`src/rtl/ecc_pkg.sv`:
```
// Shared types and constants for the ECC write/read path (packer, encoder, decoder).
package ecc_pkg;
  localparam int LANES  = 8;
  localparam int LANE_W = 16;
  localparam int WORD_W = LANES * LANE_W;
  localparam int CODE_W = 8;
  localparam int CNT_W  = 4;

  typedef logic [LANE_W-1:0] lane_t;
  typedef logic [WORD_W-1:0] word_t;
  typedef logic [CNT_W-1:0]  len_t;
  typedef logic [2:0]        lane_idx_t;

  typedef struct packed {
    word_t data;
    len_t  len;
    logic  last;
  } word_pkt_t;

  // Returns w with lane idx replaced by v; lane k occupies bits [16k+15:16k].
  function automatic word_t put_lane(word_t w, lane_idx_t idx, lane_t v);
    word_t r;
    r = w;
    r[idx*LANE_W +: LANE_W] = v;
    return r;
  endfunction
endpackage

```
`src/rtl/ecc_beat_packer_if.sv`:
```
// Handshake bundles: 16-bit beat stream in, 128-bit lane-packed word stream out.
interface ecc_beat_if;
  import ecc_pkg::*;
  logic  valid;
  lane_t data;
  logic  last;
  logic  ready;

  modport master (output valid, output data, output last, input ready);
  modport slave  (input valid, input data, input last, output ready);
endinterface

interface ecc_word_if;
  import ecc_pkg::*;
  logic  valid;
  word_t data;
  len_t  len;
  logic  last;
  logic  ready;

  modport master (output valid, output data, output len, output last, input ready);
  modport slave  (input valid, input data, input len, input last, output ready);
endinterface

```
`src/rtl/ecc_out_reg.sv`:
```
// Single-entry valid/ready register slice holding one {word, len, last} packet.
module ecc_out_reg
  import ecc_pkg::*;
(
  input  logic      clk,
  input  logic      rst,
  input  logic      load_i,
  input  word_pkt_t pkt_i,
  input  logic      ready_i,
  output logic      valid_o,
  output word_pkt_t pkt_o,
  output logic      free_o
);

  logic      valid_q;
  word_pkt_t pkt_q;

  // NOTE: sequential state uses <= so every register samples pre-edge values.
  always_ff @(posedge clk) begin
    if (rst) begin
      valid_q <= 1'b0;
      pkt_q   <= '0;
    end else if (load_i) begin
      valid_q <= 1'b1;
      pkt_q   <= pkt_i;
    end else if (ready_i) begin
      valid_q <= 1'b0;
    end
  end

  // The caller only loads when free, so the held packet never changes under a stall.
  assign free_o  = !valid_q || ready_i;
  assign valid_o = valid_q;
  assign pkt_o   = pkt_q;

endmodule

```
`src/rtl/ecc_beat_packer.sv`:
```
// Packs 16-bit beats into 128-bit lane-ordered words for ecc_encoder; short packets zero-padded.
module ecc_beat_packer
  import ecc_pkg::*;
(
  input  logic       clk,
  input  logic       rst,
  ecc_beat_if.slave  in_if,
  ecc_word_if.master out_if
);

  lane_idx_t cnt_q, cnt_d;
  word_t     acc_q, acc_d;
  logic      acc_done_q, acc_done_d;
  len_t      held_len_q, held_len_d;
  logic      held_last_q, held_last_d;

  logic      accept;
  logic      complete;
  logic      out_free;
  logic      load;
  word_t     cur_word;
  word_pkt_t load_pkt;
  word_pkt_t out_pkt;
  logic      out_valid;

  assign in_if.ready = !acc_done_q;
  assign accept      = in_if.valid && !acc_done_q;
  assign complete    = accept && ((cnt_q == 3'd7) || in_if.last);
  assign cur_word    = put_lane(acc_q, cnt_q, in_if.data);

  // NOTE: every always_comb output gets a default first so no latch is inferred.
  always_comb begin
    cnt_d       = cnt_q;
    acc_d       = acc_q;
    acc_done_d  = acc_done_q;
    held_len_d  = held_len_q;
    held_last_d = held_last_q;
    load        = 1'b0;
    load_pkt    = '0;

    if (acc_done_q) begin
      // HOLD: the completed word waits in acc until the output slot frees.
      if (out_free) begin
        load          = 1'b1;
        load_pkt.data = acc_q;
        load_pkt.len  = held_len_q;
        load_pkt.last = held_last_q;
        acc_d         = '0;
        acc_done_d    = 1'b0;
      end
    end else if (accept) begin
      if (complete) begin
        load_pkt.data = cur_word;
        load_pkt.len  = {1'b0, cnt_q} + len_t'(1);
        load_pkt.last = in_if.last;
        cnt_d         = '0;
        if (out_free) begin
          load  = 1'b1;
          acc_d = '0;
        end else begin
          acc_d       = cur_word;
          acc_done_d  = 1'b1;
          held_len_d  = load_pkt.len;
          held_last_d = load_pkt.last;
        end
      end else begin
        acc_d = cur_word;
        cnt_d = cnt_q + 3'd1;
      end
    end
  end

  always_ff @(posedge clk) begin
    if (rst) begin
      cnt_q       <= '0;
      acc_q       <= '0;
      acc_done_q  <= 1'b0;
      held_len_q  <= '0;
      held_last_q <= 1'b0;
    end else begin
      cnt_q       <= cnt_d;
      acc_q       <= acc_d;
      acc_done_q  <= acc_done_d;
      held_len_q  <= held_len_d;
      held_last_q <= held_last_d;
    end
  end

  ecc_out_reg u_out_reg (
    .clk     (clk),
    .rst     (rst),
    .load_i  (load),
    .pkt_i   (load_pkt),
    .ready_i (out_if.ready),
    .valid_o (out_valid),
    .pkt_o   (out_pkt),
    .free_o  (out_free)
  );

  assign out_if.valid = out_valid;
  assign out_if.data  = out_pkt.data;
  assign out_if.len   = out_pkt.len;
  assign out_if.last  = out_pkt.last;

endmodule

```
`src/flat_wrapper.sv`:
```
// flat-port wrapper written by rule: the top's interface ports become plain ports
module ecc_beat_packer_flat import ecc_pkg::*;
  (clk, rst, in_if_valid, in_if_data, in_if_last, in_if_ready, out_if_valid, out_if_data, out_if_len, out_if_last, out_if_ready);
  ecc_beat_if in_if_i ();
  ecc_word_if out_if_i ();
  input  logic clk;
  input  logic rst;
  input wire logic [$bits(in_if_i.valid)-1:0] in_if_valid;
  input wire logic [$bits(in_if_i.data)-1:0] in_if_data;
  input wire logic [$bits(in_if_i.last)-1:0] in_if_last;
  output wire logic [$bits(in_if_i.ready)-1:0] in_if_ready;
  output wire logic [$bits(out_if_i.valid)-1:0] out_if_valid;
  output wire logic [$bits(out_if_i.data)-1:0] out_if_data;
  output wire logic [$bits(out_if_i.len)-1:0] out_if_len;
  output wire logic [$bits(out_if_i.last)-1:0] out_if_last;
  input wire logic [$bits(out_if_i.ready)-1:0] out_if_ready;
  assign in_if_i.valid = in_if_valid;
  assign in_if_i.data = in_if_data;
  assign in_if_i.last = in_if_last;
  assign in_if_ready = in_if_i.ready;
  assign out_if_valid = out_if_i.valid;
  assign out_if_data = out_if_i.data;
  assign out_if_len = out_if_i.len;
  assign out_if_last = out_if_i.last;
  assign out_if_i.ready = out_if_ready;
  ecc_beat_packer u_core (.clk(clk), .rst(rst), .in_if(in_if_i), .out_if(out_if_i));
endmodule
```
`config.mk`:
```
export PLATFORM = sky130hd
export DESIGN_NAME = ecc_beat_packer_flat
export DESIGN_NICKNAME = d
export VERILOG_FILES = /design/src/rtl/ecc_pkg.sv /design/src/rtl/ecc_beat_packer_if.sv /design/src/rtl/ecc_out_reg.sv /design/src/rtl/ecc_beat_packer.sv /design/src/flat_wrapper.sv
export SDC_FILE = /design/constraint.sdc
export NUM_CORES = 1
export LEC_CHECK = 0
export CELL_PAD_IN_SITES_DETAIL_PLACEMENT = 2
export CELL_PAD_IN_SITES_GLOBAL_PLACEMENT = 2
export CORE_MARGIN = 3
export CORE_UTILIZATION = 38
export CTS_BUF_LIST = sky130_fd_sc_hd__clkbuf_16
export DETAILED_ROUTE_END_ITERATION = 10
export PLACE_DENSITY_LB_ADDON = 0.12
export SYNTH_ARGS = -nofsm -noshare
export SYNTH_HDL_FRONTEND = slang
export SYNTH_SLANG_ARGS = --single-unit
```
`constraint.sdc`:
```
create_clock -name clk -period 4.45 [get_ports clk]
set_input_delay 1.1125 -clock clk [delete_from_list [all_inputs] [get_ports clk]]
set_output_delay 1.1125 -clock clk [all_outputs]
set_load 0.03 [all_outputs]
```
==> summary.txt, run 1 <==
outcome = finished clean
CP Class = flop to primary output
Placed Area = 13,400 um^2
crit-path max FO = 18
ANT nets after route = 0
number of global-route vias before repair = 11,300
largest net degree at the start of global routing = 64
Placement Rows = 63
clk buf depth = 3
Synth area leaders = dfxtp_1, mux2i_1, a22o_1, a22oi_1, mux2_2
syn_area_per_cell = 10.0 um^2
Post-synth EDFFs = 0
die area = 32,400 um^2
Hold Buf Count CTS = 0
Final Wtd Congestion = 0.802
Worst Path Required = 3.34 ns
Root Driver = clkbuf_16
Clock Sink Count = 271
post-synth net total = 1,175
HPWL after detailed placement = 28.0 mm
R2R Setup Slk = 1.42 ns
core area = 29,700 um^2
min-delay worst type = flop to flop
final instance area = 14,400 um^2
NetSw = 1.41 mW
die height = 180 um
Total GRT Usage = 26.5%
Worst Setup SP = u_core.acc_done_q$_SDFF_PP0_
Max VDD drop = 0.254 mV
Pre-Repair DR Iteration Count = 10
RSZ-0062 raised after global routing = false
Pwr per Cell Area = 374 nW/um^2
Congestion Overflow GR = 0
vias post-DR = 10,400
Die X = 180 um
Main synth FF type = dfxtp_1
Sum Neg Setup Slack = 0 ns
Hold Vio Cnt, Final = 0
FF+latch count, synth = 271
Combinational Power Share = 9.2%
max cap viols = 0
leakage power figure = 4.93 nW
Starting Density = 38.7%
post-synthesis cell type count = 59
vias per cell = 6.20
Slew headroom = 21.7%
fillers = 3,069
share of cells above drive strength 1 = 13.2%
Sw Ratio = 26.2%
FF-to-FF path depth = 8
Syn Inst Count = 1,149
starting DRC count in detailed routing = 949
worst slew pin tran = 1.17 ns
Worst-path clk slew = 0.06 ns
cell taking the most area after synthesis = dfxtp_1
shortest period the worst path allows = 3.35 ns
internal power = 3.97 mW
# H-tree levels = 1
final WL = 44.5 mm
Netlist Area Pre-Place = 11,500 um^2
Max Clock Skew = 0.0104 ns
Critical Path Start Type = flop
sequential area share after synthesis = 47.2%
Max Fclk = 299 MHz
CTS tree = done
Final period util = 75.2%
first-pass GRT wire length = 69.2 mm
Post-layout nets = 1,294
RR Endpoint = u_core.acc_q[73]$_SDFFE_PP0P_
Clk network pwr share = 44.9%
crit path to = in_if_ready
# setup viols final = 0
PortBufs = 155
FFs w/ async S/R, synth = 0%
IO Count = 156
Worst Setup End Kind = primary output
reg2reg start = u_core.cnt_q[0]$_SDFFE_PP0P_
DR WL/cell = 26.5 um
number of gates resized after CTS = 0
power share of the sequential group = 45.9%
post-CTS setup buffer count = 0
drc violations = 0
initial antenna violation count = 0
Syn-to-layout area delta = 25.2%
Clock Latency Late Sink = 0.55 ns
final slew viol count = 0
post-synth top area share = 47.2%
Warnings, synthesis = 0
Arrival @ worst endpoint = 2.23 ns
cts bufs inserted = 31
## cell families (layout without fill, tap and decap cells)
| kind of cell | Yosys count | count (layout) | synth area share (%) |
|---|---|---|---|
| muxes | 113 | 113 | 10.3 |
| adders and majority gates | 5 | 5 | 0.544 |
| and+or+nand+nor | 199 | 199 | 9.33 |
| buffers and inverters | 159 | 300 | 5.85 |
| other | 0 | 1 | 0 |
| DFF | 271 | 271 | 47.2 |
| AOI/OAI and AO/OA | 402 | 402 | 26.7 |
## Yosys cell counts (all sizes together) (3+ instances only)
cell type and instances:
a31oi 5, nor3 24, a21oi 38, clkbuf 68
dfxtp 271, nand2 32, a222oi 44, o21ai 29
a22oi 69, and2 29, o211ai 4, nor2 74
nand2b 3, nor2b 9, ha 5, a221oi 7
o32ai 32, or3b 8, nand3 6, inv 38
nor4b 3, mux2 47, o22ai 69, mux2i 66
a32o 21, o2bb2ai 9, buf 53, a22o 66
## critical path, cell delays in order (launching register included)
cell and delay (ns):
dfxtp_1 0.71, inv_1 0.31, clkdlybuf4s50_1 0.67
## cell usage in the layout (no fill, tap or decap), types with 27 or more instances in the layout
master             n
a21oi_1           38
and2_1            29
a222oi_1          44
a22o_1            66
clkbuf_16         31
clkdlybuf4s50_1  154
a22oi_1           69
mux2i_1           66
nand2_1           30
inv_1             43
dfxtp_1          271
o22ai_1           69
o21ai_0           27
buf_4             51
o32ai_1           32
mux2_2            46
nor2_1            71
## cell type report
| class | instances | area, um^2 | area share (%) |
|---|---|---|---|
| antenna | 1 | 2.50 | 0.0174 |
| sequential | 271 | 5430 | 37.7 |
| clock inverter | 24 | 165 | 1.15 |
| multi-input combinational | 719 | 5430 | 37.7 |
| tap | 390 | 488 | 3.39 |
| inverter | 38 | 143 | 0.991 |
| clock buffer | 31 | 776 | 5.39 |
| timing repair buffer | 207 | 1960 | 13.6 |
## stage by stage
stage / hold WS [ns] / setup WS [ns] / total power, mW / util (%) / std cells
CTS: 0.480 / 1.08 / 5.41 / 48.4 / 1680
detailed placement: 0.460 / 0.872 / 3.01 / 45.3 / 1625
global placement: 0.453 / 0.993 / 3.00 / 45.3 / 1625
floorplan: 0.436 / 1.85 / 2.80 / - / 1149
finish: 0.476 / 1.10 / 5.38 / 48.4 / 1681
global route: 0.497 / 0.994 / 5.56 / 48.4 / 1680
## power groups by stage
| stage | clock network, mW | registers (mW) | logic (mW) |
|---|---|---|---|
| 3_3_place_gp | 0 | 2.52 | 0.475 |
| 5_1_grt | 2.56 | 2.47 | 0.523 |
| 3_5_place_dp | 0 | 2.53 | 0.484 |
| 4_1_cts | 2.45 | 2.47 | 0.489 |
| 2_1_floorplan | 0 | 2.56 | 0.245 |
| 6_report | 2.42 | 2.47 | 0.493 |
## layer usage
layer | routed length, um | up-vias | share of wire, % | track usage (%)
li1 | - | 4661 | - | -
met2 | 21000 | 278 | 47 | 44.5
met1 | 20800 | 5445 | 47 | 37.2
met5 | 0 | - | 0 | 0
met4 | 753 | 0 | 1.7 | 5.35
met3 | 1950 | 45 | 4.4 | 2.91
## worst min path at each step
stage                                        startpoint                       endpoint  slack (ns)  depth (start not counted)
final                     u_core.acc_q[72]$_SDFFE_PP0P_  u_core.acc_q[72]$_SDFFE_PP0P_        0.48                          1
after global routing      u_core.acc_q[72]$_SDFFE_PP0P_  u_core.acc_q[72]$_SDFFE_PP0P_        0.50                          1
after CTS                 u_core.acc_q[72]$_SDFFE_PP0P_  u_core.acc_q[72]$_SDFFE_PP0P_        0.48                          1
after detailed placement  u_core.acc_q[72]$_SDFFE_PP0P_  u_core.acc_q[72]$_SDFFE_PP0P_        0.46                          1
after global placement    u_core.acc_q[72]$_SDFFE_PP0P_  u_core.acc_q[72]$_SDFFE_PP0P_        0.45                          1
after floorplan           u_core.acc_q[72]$_SDFFE_PP0P_  u_core.acc_q[72]$_SDFFE_PP0P_        0.44                          1
## registers in the layout, indices dropped and copies added (netlist names)
register / flops
u_core.u_out_reg.pkt_o: 133
u_core.acc_done_q: 1
u_core.cnt_q: 3
u_core.held_last_q: 1
u_core.held_len_q: 4
u_core.u_out_reg.valid_o: 1
u_core.acc_q: 128
Power figures use the tool's default switching activity.
==> inputs of run 2 (changes only) <==
--- a/config.mk
+++ b/config.mk
@@ -8,7 +8,7 @@
 export CELL_PAD_IN_SITES_DETAIL_PLACEMENT = 2
 export CELL_PAD_IN_SITES_GLOBAL_PLACEMENT = 2
 export CORE_MARGIN = 3
-export CORE_UTILIZATION = 38
+export CORE_UTILIZATION = 35
 export CTS_BUF_LIST = sky130_fd_sc_hd__clkbuf_16
 export DETAILED_ROUTE_END_ITERATION = 10
 export PLACE_DENSITY_LB_ADDON = 0.12
==> constraint.sdc (replaced) <==
create_clock -name clk -period 3.2 [get_ports clk]
set_input_delay 0.8 -clock clk [delete_from_list [all_inputs] [get_ports clk]]
set_output_delay 0.8 -clock clk [all_outputs]
set_load 0.03 [all_outputs]
==> summary.txt, run 2 (same netlist as run 1, synthesis figures left out) <==
# H-tree levels = 1 (unchanged)
Critical Path Start Type = flop
Hold Crit Start = u_core.acc_q[72]$_SDFFE_PP0P_
cts bufs inserted = 31 (unchanged)
Max VDD drop = 0.432 mV (+70%)
largest net degree at the start of global routing = 70 (+9.4%)
Die X = 187 um (+4.1%)
most used cell, CP = ha_1
crit-path max FO = 10 (-8)
CP Class = flop to flop
number of global-route vias before repair = 10,900 (-3.5%)
worst slew pin tran = 0.855 ns (-0.312 ns)
die area = 35,100 um^2 (+8.3%)
Worst-path clk slew = 0.06 ns (about the same)
max reg flops = 133 (unchanged)
PortBufs = 155 (unchanged)
RR Endpoint = u_core.acc_q[88]$_SDFFE_PP0P_
power share of the sequential group = 44.0% (-1.9 points)
reg2reg start = u_core.cnt_q[1]$_SDFFE_PP0P_
Clock Latency Late Sink = 0.56 ns (about the same)
Slew headroom = 42.8% (+21 points)
vias per cell = 5.96 (-3.9%)
drc violations = 0 (unchanged)
Pre-Repair DR Iteration Count = 5 (-5)
Combinational Power Share = 9.1% (about the same)
CTS tree = done
number of gates resized after CTS = 0 (unchanged)
hold path cells = 1 (unchanged)
# setup viols final = 0 (unchanged)
Arrival @ worst endpoint = 3.27 ns (+1.04 ns)
NetSw = 2.01 mW (+43%)
leakage power figure = 5.08 nW (+2.9%)
Worst Path Required = 3.70 ns (+0.36 ns)
FF-to-FF path depth = 6 (-2)
shortest period the worst path allows = 2.77 ns
CP max-delay cell = nor2_1
Root Driver = clkbuf_16
max cap viols = 0 (unchanged)
final WL = 44.4 mm (-0.12%)
Post-layout nets = 1,310 (+1.2%)
min-delay worst type = flop to flop
Starting Density = 36.0% (-2.7 points)
internal power = 5.81 mW (+46%)
worst hold margin = 0.479 ns (+0.00316 ns)
Placement Rows = 65 (+3.2%)
commonest non-fill, non-tap cell in the layout = dfxtp_1
Sum Neg Setup Slack = 0 ns (unchanged)
Congestion Overflow GR = 0 (unchanged)
IO Count = 156 (unchanged)
Hold Vio Cnt, Final = 0 (unchanged)
Min-Delay Endpoint = u_core.acc_q[72]$_SDFFE_PP0P_
starting DRC count in detailed routing = 842 (-11%)
Max Clock Skew = 0.0207 ns (+0.0103 ns)
RSZ-0062 raised after global routing = false
HPWL after detailed placement = 28.9 mm (+3.0%)
Syn-to-layout area delta = 28.3%
post-CTS setup buffer count = 0 (unchanged)
most frequent cells in the layout = dfxtp_1, clkdlybuf4s50_1, nor2_1
DR WL/cell = 25.5 um (-3.8%)
first-pass GRT wire length = 68.5 mm (-0.90%)
share of cells above drive strength 1 = 14.6% (+1.4 points)
vias post-DR = 10,400 (-0.24%)
initial antenna violation count = 2 (+2)
core area = 32,000 um^2 (+7.6%)
CP peak stage delay = 0.77 ns (+0.06 ns)
Clk network pwr share = 46.9% (+2.0 points)
fillers = 3,322 (+8.2%)
die height = 187 um (+4.1%)
Pwr per Cell Area = 530 nW/um^2 (+42%)
R2R Setup Slk = 0.43 ns (-0.99 ns)
Final Wtd Congestion = 0.800 (-0.26%)
crit-path cells = inv_1 > ha_1 > ha_1 > nand4bb_1 > nor2_1 > a22o_1
outcome = finished clean
Worst Setup End Kind = flop
clk buf depth = 3 (unchanged)
Total GRT Usage = 24.4% (-2.1 points)
ANT nets after route = 0 (unchanged)
Sw Ratio = 25.7% (-0.44 points)
Final period util = 86.7%
Max Fclk = 361 MHz
Clock Sink Count = 271 (unchanged)
final slew viol count = 0 (unchanged)
Hold Buf Count CTS = 0 (unchanged)
-- run 2: changes by cell type in the layout (fill, tap and decap cells not counted), sizes merged --
cell      before  now
buf           53   69
bufinv         2    5
clkinvlp       1    2
inv           45   44
-- run 2: worst max path at each step --
| stage | from | end | slack, ns | depth (start not counted) |
|---|---|---|---|---|
| floorplan | u_core.cnt_q[0]$_SDFFE_PP0P_ | u_core.u_out_reg.pkt_o[124]$_SDFFE_PP0P_ | 0.60 | 9 |
| global placement | in_if_last | u_core.acc_q[73]$_SDFFE_PP0P_ | 0.43 | 7 |
| detailed placement | in_if_valid | u_core.u_out_reg.pkt_o[99]$_SDFFE_PP0P_ | 0.40 | 7 |
| CTS | u_core.cnt_q[1]$_SDFFE_PP0P_ | u_core.u_out_reg.pkt_o[78]$_SDFFE_PP0P_ | 0.46 | 8 |
| global route | u_core.cnt_q[1]$_SDFFE_PP0P_ | u_core.u_out_reg.pkt_o[82]$_SDFFE_PP0P_ | 0.32 | 8 |
| finish | u_core.cnt_q[1]$_SDFFE_PP0P_ | u_core.acc_q[88]$_SDFFE_PP0P_ | 0.43 | 6 |
-- run 2: power groups by stage --
stage	logic, mW	clock network, mW	registers (mW)
3_5_place_dp	0.703	0	3.51
3_3_place_gp	0.695	0	3.51
6_report	0.707	3.67	3.44
2_1_floorplan	0.341	0	3.56
5_1_grt	0.751	3.88	3.44
4_1_cts	0.708	3.73	3.44
-- run 2: worst max-delay path: cells and delay by family (launching register included) --
kind,cells,cell delay (ns)
AO/OA/AOI/OAI,1,0.27
buffers and inverters,1,0.09
AND/OR/NAND/NOR,2,1.25
flip-flops,1,0.43
adder cells (fa/ha/maj),2,0.66
-- run 2: through the flow --
stage | instances | power (mW) | worst slack (ns) | util (%) | area [um^2]
after floorplan | 1149 | 3.90 | 0.600 | - | 11500
after global placement | 1686 | 4.21 | 0.431 | 42.9 | 13700
after detailed placement | 1686 | 4.22 | 0.405 | 42.9 | 13700
after CTS | 1744 | 7.88 | 0.456 | 46.2 | 14800
after global routing | 1745 | 8.07 | 0.316 | 46.2 | 14800
final | 1745 | 7.82 | 0.427 | 46.2 | 14800
-- run 2: cell type report --
class	instances	area, um^2	area share (%)
Multi-Input combinational cell	719	5430	36.8
Sequential cell	271	5430	36.8
Timing Repair Buffer	223	2180	14.7
Clock buffer	31	776	5.26
Tap cell	435	544	3.69
Clock inverter	27	264	1.79
Inverter	38	143	0.967
Antenna cell	1	2.50	0.0170
-- run 2: per-layer routing --
layer	part of all wire [%]	wire length, um	up-vias	global-route usage (%)
met2	48	21200	235	40.5
met3	3.7	1670	34	3.00
met1	47	20900	5439	34.5
met5	0	0	-	0
li1	-	-	4696	-
met4	1.6	696	0	4.65
